### src/rtl/pio_pkg.sv
// Shared window layout and address-decode helpers for the parallel I/O bank.
// Offsets are relative to BASE_ADDR: OUT ports, then IN ports, then STATUS and MASK.
package pio_pkg;

  typedef enum logic [1:0] {
    REG_OUT,
    REG_IN,
    REG_STATUS,
    REG_MASK
  } regKind_e;

  function automatic int unsigned pioOffStatus(input int unsigned nOut, input int unsigned nIn);
    return nOut + nIn;
  endfunction

  function automatic int unsigned pioOffMask(input int unsigned nOut, input int unsigned nIn);
    return nOut + nIn + 1;
  endfunction

  function automatic int unsigned pioWinLen(input int unsigned nOut, input int unsigned nIn);
    return nOut + nIn + 2;
  endfunction

  // Evaluated in 32 bits so a window ending at the top of the address space cannot wrap.
  function automatic logic pioHit(input logic [31:0] addr, input logic [31:0] base,
                                  input logic [31:0] winLen);
    return (addr >= base) && (addr < base + winLen);
  endfunction

  function automatic regKind_e pioKind(input logic [31:0] off, input int unsigned nOut,
                                       input int unsigned nIn);
    if (off < nOut) return REG_OUT;
    if (off < nOut + nIn) return REG_IN;
    if (off == nOut + nIn) return REG_STATUS;
    return REG_MASK;
  endfunction

endpackage

### src/rtl/pio_in_sync.sv
// Per-port input synchroniser: two flops into the clock domain, plus a "previous" flop
// for change detection when PIO_CHANGE_IRQ_EN is defined.
module pio_in_sync #(
  parameter int unsigned DATA_W = 8
) (
  input  logic              clk,
  input  logic              rst,
  input  logic [DATA_W-1:0] d_i,
  output logic [DATA_W-1:0] sync_o
`ifdef PIO_CHANGE_IRQ_EN
  ,
  output logic              change_o
`endif
);

  logic [DATA_W-1:0] meta_q;
  logic [DATA_W-1:0] sync_q;

  always_ff @(posedge clk or posedge rst) begin
    if (rst) begin
      meta_q <= '0;
      sync_q <= '0;
    end else begin
      meta_q <= d_i;
      sync_q <= meta_q;
    end
  end

  assign sync_o = sync_q;

`ifdef PIO_CHANGE_IRQ_EN
  logic [DATA_W-1:0] prev_q;

  always_ff @(posedge clk or posedge rst) begin
    if (rst) prev_q <= '0;
    else     prev_q <= sync_q;
  end

  assign change_o = (sync_q != prev_q);
`endif

endmodule

### src/rtl/parallel_io_bank.sv
// Memory-mapped parallel I/O bank: N_OUT output registers, N_IN synchronised inputs and,
// with PIO_CHANGE_IRQ_EN defined, change STATUS (W1C), MASK and a registered irq.
module parallel_io_bank
  import pio_pkg::*;
#(
  parameter int unsigned       DATA_W    = 8,
  parameter int unsigned       ADDR_W    = 8,
  parameter int unsigned       N_OUT     = 2,
  parameter int unsigned       N_IN      = 2,
  parameter logic [ADDR_W-1:0] BASE_ADDR = 8'hF0
) (
  input  logic                    clk,
  input  logic                    rst,
  input  logic                    we,
  input  logic [ADDR_W-1:0]       addr,
  input  logic [DATA_W-1:0]       wdata,
  input  logic [DATA_W-1:0]       mem_rdata,
  output logic [DATA_W-1:0]       rdata,
  output logic                    io_hit,
  input  logic [N_IN*DATA_W-1:0]  pin_in,
  output logic [N_OUT*DATA_W-1:0] pin_out,
  output logic                    irq
);

  localparam int unsigned WIN_LEN = pioWinLen(N_OUT, N_IN);

  logic [31:0]                   offset;
  regKind_e                      regKind;
  logic [N_OUT-1:0][DATA_W-1:0]  out_q;
  logic [N_OUT-1:0][DATA_W-1:0]  out_d;
  logic [N_IN-1:0][DATA_W-1:0]   syncVal;

  assign offset  = 32'(addr) - 32'(BASE_ADDR);
  assign io_hit  = pioHit(32'(addr), 32'(BASE_ADDR), WIN_LEN);
  assign regKind = pioKind(offset, N_OUT, N_IN);
  assign pin_out = out_q;

`ifdef PIO_CHANGE_IRQ_EN
  logic [N_IN-1:0] change;
`endif

  for (genvar k = 0; k < N_IN; k++) begin : gIn
    pio_in_sync #(.DATA_W(DATA_W)) uSync (
      .clk     (clk),
      .rst     (rst),
      .d_i     (pin_in[k*DATA_W +: DATA_W]),
      .sync_o  (syncVal[k])
`ifdef PIO_CHANGE_IRQ_EN
      ,
      .change_o(change[k])
`endif
    );
  end

  always_comb begin
    out_d = out_q;
    if (we && io_hit && regKind == REG_OUT) begin
      for (int k = 0; k < N_OUT; k++) begin
        if (offset == 32'(k)) out_d[k] = wdata;
      end
    end
  end

  always_ff @(posedge clk or posedge rst) begin
    if (rst) out_q <= '0;
    else     out_q <= out_d;
  end

`ifdef PIO_CHANGE_IRQ_EN
  localparam logic [DATA_W-1:0] IN_BITS = DATA_W'((64'd1 << N_IN) - 64'd1);

  logic [DATA_W-1:0] status_q, status_d;
  logic [DATA_W-1:0] mask_q, mask_d;
  logic              irq_q, irq_d;

  // The change term is OR-ed in last so a simultaneous W1C never hides a new change.
  always_comb begin
    status_d = status_q;
    mask_d   = mask_q;
    if (we && io_hit && regKind == REG_STATUS) status_d = status_q & ~(wdata & IN_BITS);
    if (we && io_hit && regKind == REG_MASK)   mask_d   = wdata & IN_BITS;
    status_d = status_d | DATA_W'(change);
    irq_d    = |(status_q & mask_q);
  end

  always_ff @(posedge clk or posedge rst) begin
    if (rst) begin
      status_q <= '0;
      mask_q   <= '0;
      irq_q    <= 1'b0;
    end else begin
      status_q <= status_d;
      mask_q   <= mask_d;
      irq_q    <= irq_d;
    end
  end

  assign irq = irq_q;
`else
  assign irq = 1'b0;
`endif

  always_comb begin
    rdata = mem_rdata;
    if (io_hit) begin
      rdata = '0;
      case (regKind)
        REG_OUT: begin
          for (int k = 0; k < N_OUT; k++) begin
            if (offset == 32'(k)) rdata = out_q[k];
          end
        end
        REG_IN: begin
          for (int k = 0; k < N_IN; k++) begin
            if (offset == 32'(N_OUT) + 32'(k)) rdata = syncVal[k];
          end
        end
`ifdef PIO_CHANGE_IRQ_EN
        REG_STATUS: rdata = status_q;
        REG_MASK:   rdata = mask_q;
`endif
        default: ;
      endcase
    end
  end

endmodule

### config.mk
export PLATFORM = sky130hd
export DESIGN_NAME = parallel_io_bank
export DESIGN_NICKNAME = d
export VERILOG_FILES = /design/src/rtl/pio_pkg.sv /design/src/rtl/pio_in_sync.sv /design/src/rtl/parallel_io_bank.sv
export SDC_FILE = /design/constraint.sdc
export NUM_CORES = 1
export LEC_CHECK = 0
export CAP_MARGIN = 20
export CORE_ASPECT_RATIO = 0.6
export CORE_MARGIN = 8
export CORE_UTILIZATION = 30
export DETAILED_ROUTE_END_ITERATION = 7
export PLACE_DENSITY = 0.54
export SYNTH_ARGS = -nofsm -noshare
export SYNTH_HDL_FRONTEND = slang
export SYNTH_SLANG_ARGS = --single-unit
### constraint.sdc
create_clock -name clk -period 1.8 [get_ports clk]
set_input_delay 0.27 -clock clk [delete_from_list [all_inputs] [get_ports clk]]
set_output_delay 0.27 -clock clk [all_outputs]
set_load 0.05 [all_outputs]
==> results of run 1 <==
## worst max-delay path: cells and delay by family
kind	cells	cell delay, ns
AO/OA/AOI/OAI	3	0.35
AND/OR/NAND/NOR	1	0.28
adder cells (fa/ha/maj)	1	0.23
buffers and inverters	3	0.44
## worst max path at each step
stage                     depth (start not counted)     endpoint         from  slack [ns]
after floorplan                                   5  pin_out[11]      addr[4]       -0.14
after global placement                            8     rdata[7]      addr[4]       -0.57
after detailed placement                          7  pin_out[15]      addr[4]       -0.58
after CTS                                         4     rdata[6]  pin_out[14]       -0.09
after global routing                              8     rdata[7]      addr[5]       -0.15
final                                             8     rdata[7]      addr[5]       -0.06
## placed cells by master, fill, tap and decap left out, drive strengths merged, types with 2 or more instances in the layout
master and n:
mux2 24, ha 2, dlygate4sd2 2, clkbuf 6
dfrtp 48, clkdlybuf4s50 34, inv 4, a21oi 8
o2bb2ai 8, clkinvlp 2, a22o 8, buf 60
## where the power goes
| part | switching [mW] | internal (mW) |
|---|---|---|
| sequential | 0.0110 | 1.11 |
| clock | 0.364 | 0.311 |
| combinational | 0.173 | 0.206 |
| total | 0.548 | 1.63 |
## what timing repair did
item,CTS,global route
hold buffers,0,0
gates cloned,1,0
buffers inserted,6,3
resized for setup,44,4
pin swaps,15,11
endpoints found under the setup margin,25,9
## state kept, by name, indices dropped and copies added (netlist names)
| signal | count |
|---|---|
| pin_out | 16 |
| gIn.uSync.meta_q | 16 |
| gIn.uSync.sync_o | 16 |
## per-layer routing
metal	global-route usage [%]	wire [um]	vias up
li1	-	-	630
met1	18.5	2710	646
met2	18.3	2270	52
met3	5.06	480	6
met4	3.05	44	0
met5	0	0	-
## final cells by class
class                   count  area (um2)
clock buffers               6        82.6
clock inverters             2        15.0
fillers                   525        2800
inverters                   4        15.0
multi-input cells          60         823
flip-flops and latches     48        1200
well taps                  84         105
repair buffers             97         963
## logic make-up after synthesis
family          after synthesis  synth area share [%]
compound gates               26                  10.8
fa+ha+maj                     2                  1.36
buf+inv                       8                  1.98
flops                        48                  65.4
mux                          24                  14.7
other cells                   1                 0.204
simple gates                  7                  5.52
## cell usage after synthesis (2+ instances only)
master | number | area (um2)
a22o_1 | 8 | 70.1
mux2_2 | 24 | 270
o2bb2ai_1 | 8 | 70.1
ha_1 | 2 | 25.0
inv_1 | 4 | 15.0
a21oi_1 | 8 | 40.0
dfrtp_1 | 48 | 1200
buf_2 | 2 | 10.0
## stage by stage
stage / instances / setup slack [ns] / power, mW / hold WS, ns
2_1_floorplan: 116 / -0.140 / 1.31 / 0.301
3_3_place_gp: 283 / -0.567 / 1.50 / 0.332
3_5_place_dp: 283 / -0.580 / 1.51 / 0.336
4_1_cts: 298 / -0.0876 / 2.22 / 0.320
5_1_grt: 301 / -0.149 / 2.29 / 0.331
6_report: 301 / -0.0564 / 2.18 / 0.314
==> results.ini, run 1 <==
[place]
placed_cell_area_mm2=0.00295
place.gp.congestion=0.793
port_buffers=67
hpwl_um=4030

[synthesis]
synth_edf_count=0
ys_async_sr_fraction_pct=100
synth.avg_cell_area_um2=15.8
post_synth_inst_count=116
syn-cell-area_mm2=0.00184
syn_nets=161
synth_flop_cell=dfrtp_1
synth.distinct_cells=20
yosysWarnings=0
synth_seq_cells=48
ys_seq_area_share_pct=65.4

[clock_tree]
cts_tree=built
clkTransAtPathRegs_ns=0.09
clock_sinks=48
cts_buffer_depth=2
cts-root-buf=clkbuf_8
clock_latency_ns=0.30
htree_levels=2
numCtsBuffers=5

[floorplanning]
initial_core_util_pct=30.6
core_mm2=0.00600
die_width_um=117
io_pins=69
chipHeight_um=76.6
dieArea_mm2=0.00896
rows=22

[worst_setup_path]
cp-end-kind=output port
crit_type=in2out
crit_chain=buf_8 > ha_4 > nor4bb_4 > buf_4 > a22o_1 > a21oi_2 > o2bb2ai_4 > buf_12
worstPathRequired_ns=1.53
critPathLaunchType=input pin
cp_slowest_stage_delay_ns=0.28
reg2reg_from=pin_out[11]
cp_max_fo=5
arrival_ns=1.59
r2r-end=pin_out[11]
r2r_cells=2
r2r_slack_ns=0.89
cpMaxStageDelayCell=nor4bb_4

[detailed_routing]
vias=1334
drc=0
first_iter_violations=66
wl_per_cell_um=18.3
vias_per_cell=4.43
ant_nets=0
drt-total-wl_um=5510
drt_pre_antenna_iters=4

[global_routing]
grt_pass1_wl_um=9050
grt_max_degree=49
overflow=0
antenna_found_initial=0
grt.total_usage_pct=13.1
grt_pass1_vias=1581

[job]
drv_cap=0

[worst_hold_path]
hp-class=in2async

[timing]
min_period_ns=1.86
drv_slew=0
finalSetupViolCount=8
hold_viol_final=0
rsz0062_at_grt=true
clock_skew_ns=0.00858
fin_ws_ns=-0.0564
fin_crit_sh_pct=103
fmax_ghz=0.539
fin_setup_tns_ns=-0.270

[cells_and_area]
antenna_cells=0
fin_util_pct=53.4
final_area_mm2=0.00321
layout.nets=261
syn2layout_area_growth_pct=74.5
drive_gt1_share_pct=53.9

[outcome]
status=finished with violations
violations=negative setup slack

[power_and_ir_drop]
power.density_mw_per_mm2=680
irDropWorstVdd_mv=0.299
p_leak_nw=1.45

Power figures use the tool's default switching activity.
==> run 2, diff against run 1 <==
Settings changed: REMOVE_ABC_BUFFERS set to 1.
==> run 2 against run 1 <==
The flow still finishes with violations (negative setup slack). Routed wire length decreased by 4.5%. Sequential share of layout area grew 2.9 points. Register-to-register slack better by 0.02 ns. Via count fell by 0.60%. Flip-flop and latch count did not move. Clock power is 2% lower. Critical path type unchanged. Critical endpoint is now rdata[0].
==> results.ini, run 2 (same netlist as run 1, synthesis figures left out) <==
[outcome]
status=finished with violations  ; unchanged
violations=negative setup slack  ; unchanged

[clock_tree]
clock_sinks=48  ; unchanged
clock_latency_ns=0.29  ; was 0.30 ns
numCtsBuffers=5  ; unchanged
cts_buffer_depth=2  ; unchanged
htree_levels=2  ; unchanged
clkTransAtPathRegs_ns=0.09  ; about the same
cts-root-buf=clkbuf_8  ; unchanged
cts_tree=built  ; unchanged

[timing]
min_period_ns=1.89  ; was 1.86 ns
clock_skew_ns=0.00694  ; was 0.00858 ns
finalSetupViolCount=8  ; unchanged
drv_slew=0  ; unchanged
hold_slack_ns=0.331  ; was 0.314 ns
rsz0062_at_grt=true  ; unchanged
fin_crit_sh_pct=105  ; was 103%
fmax_ghz=0.529  ; was 0.539 GHz
fin_ws_ns=-0.0920  ; was -0.0564 ns
hold_viol_final=0  ; unchanged

[cells_and_area]
layout.nets=255  ; was 261
drive_gt1_share_pct=48.8  ; was 53.9%
final_cell_mix=48 x dfrtp_1, 37 x buf_4, 36 x clkdlybuf4s50_1  ; was 48 x dfrtp_1, 40 x buf_4, 34 x clkdlybuf4s50_1
final_area_mm2=0.00298  ; was 0.00321 mm2
final_common_cell=dfrtp_1  ; unchanged
fillerInstances=549  ; was 525
syn2layout_area_growth_pct=62.1  ; was 74.5%
antenna_cells=0  ; unchanged

[detailed_routing]
first_iter_violations=48  ; was 66
drc=0  ; unchanged
drt_pre_antenna_iters=4  ; unchanged
wl_per_cell_um=17.8  ; was 18.3 um
vias=1326  ; was 1334
drt-total-wl_um=5260  ; was 5510 um
vias_per_cell=4.49  ; was 4.43
ant_nets=0  ; unchanged

[global_routing]
antenna_found_initial=0  ; unchanged
grt_pass1_vias=1507  ; was 1581
grt_max_degree=49  ; unchanged
grt_pass1_wl_um=8170  ; was 9050 um
grt.total_usage_pct=11.9  ; was 13.1%
overflow=0  ; unchanged

[floorplanning]
dieArea_mm2=0.00896  ; unchanged
die_width_um=117  ; unchanged
rows=22  ; unchanged
io_pins=69  ; unchanged
initial_core_util_pct=30.6  ; unchanged
chipHeight_um=76.6  ; unchanged
core_mm2=0.00600  ; unchanged

[power_and_ir_drop]
p_leak_nw=1.36  ; was 1.45 nW
irDropWorstVdd_mv=0.250  ; was 0.299 mV
power.density_mw_per_mm2=709  ; was 680 mW/mm2

[worst_setup_path]
r2r_slack_ns=0.91  ; was 0.89 ns
arrival_ns=1.62  ; was 1.59 ns
cp-end-kind=output port  ; unchanged
critPathLaunchType=input pin  ; unchanged
crit_type=in2out  ; unchanged
r2r_cells=2  ; unchanged
cp_max_fo=8  ; was 5
worstPathRequired_ns=1.53  ; about the same

[place]
place.gp.congestion=0.861  ; was 0.793
placed_cell_area_mm2=0.00270  ; was 0.00295 mm2
hpwl_um=3940  ; was 4030 um
port_buffers=67  ; unchanged

[worst_hold_path]
hp-class=in2async  ; unchanged

[job]
drv_cap=0  ; unchanged

-- run 2: cell count changes in the layout (fill, tap and decap cells not counted), sizes merged --
cell           delta
dlygate4sd2       -2
buf               -9
clkdlybuf4s50     +2
clkbuf            +4
clkinvlp          -1
-- run 2: worst paths after layout --
path	endpoint	start
max	rdata[0]	addr[5]
min	gIn[0].uSync.meta_q[2]	rst
max reg2reg	pin_out[14]	pin_out[14]
min reg2reg	gIn[0].uSync.sync_o[1]	gIn[0].uSync.meta_q[1]
max in group asynchronous	gIn[1].uSync.meta_q[4]	rst
min in group clk	gIn[0].uSync.sync_o[1]	gIn[0].uSync.meta_q[1]
-- run 2: critical path: stages --
cell and delay (ns):
buf_8 0.10, ha_4 0.23, nor4bb_4 0.26, buf_6 0.17
a22o_1 0.15, a21oi_2 0.04, o2bb2ai_1 0.16, buf_4 0.23
-- run 2: metal layers --
metal | track usage (%) | part of all wire, % | wire (um)
met2 | 18.3 | 46 | 2400
met5 | 0 | 0 | 0
met4 | 2.29 | 0.15 | 8
met3 | 4.59 | 8.1 | 427
met1 | 15.6 | 46 | 2430
-- run 2: cell type report --
| cell class | instances | area [um2] | area share (%) |
|---|---|---|---|
| clock buffers | 7 | 86.3 | 2.90 |
| clock inverters | 1 | 7.51 | 0.252 |
| inverters | 4 | 15.0 | 0.504 |
| multi-input cells | 60 | 714 | 24.0 |
| flip-flops and latches | 48 | 1200 | 40.4 |
| well taps | 84 | 105 | 3.53 |
| repair buffers | 91 | 847 | 28.5 |
-- run 2: repair_timing --
action | CTS | global route
setup endpoints to repair | 25 | 21
pin swaps | 21 | 8
gates resized for setup | 28 | 30
hold buffers | 0 | 0
setup buffers | 4 | 1
-- run 2: per-stage QoR --
step	util [%]	std cells	total power [mW]	worst slack [ns]	TNS, ns
2_1_floorplan	-	112	1.26	-0.826	-6.54
3_3_place_gp	45.0	282	1.44	-0.529	-12.31
3_5_place_dp	45.0	282	1.45	-0.667	-15.26
6_report	49.6	295	2.11	-0.0920	-0.394
5_1_grt	49.6	295	2.20	-0.146	-0.919
4_1_cts	47.9	294	2.11	-0.120	-0.742
-- run 2: report_power, final --
part / switching, mW / internal, mW / total [mW]
Clock: 0.347 / 0.313 / 0.660
Combinational: 0.158 / 0.168 / 0.326
Sequential: 0.0103 / 1.11 / 1.12
Total: 0.515 / 1.60 / 2.11
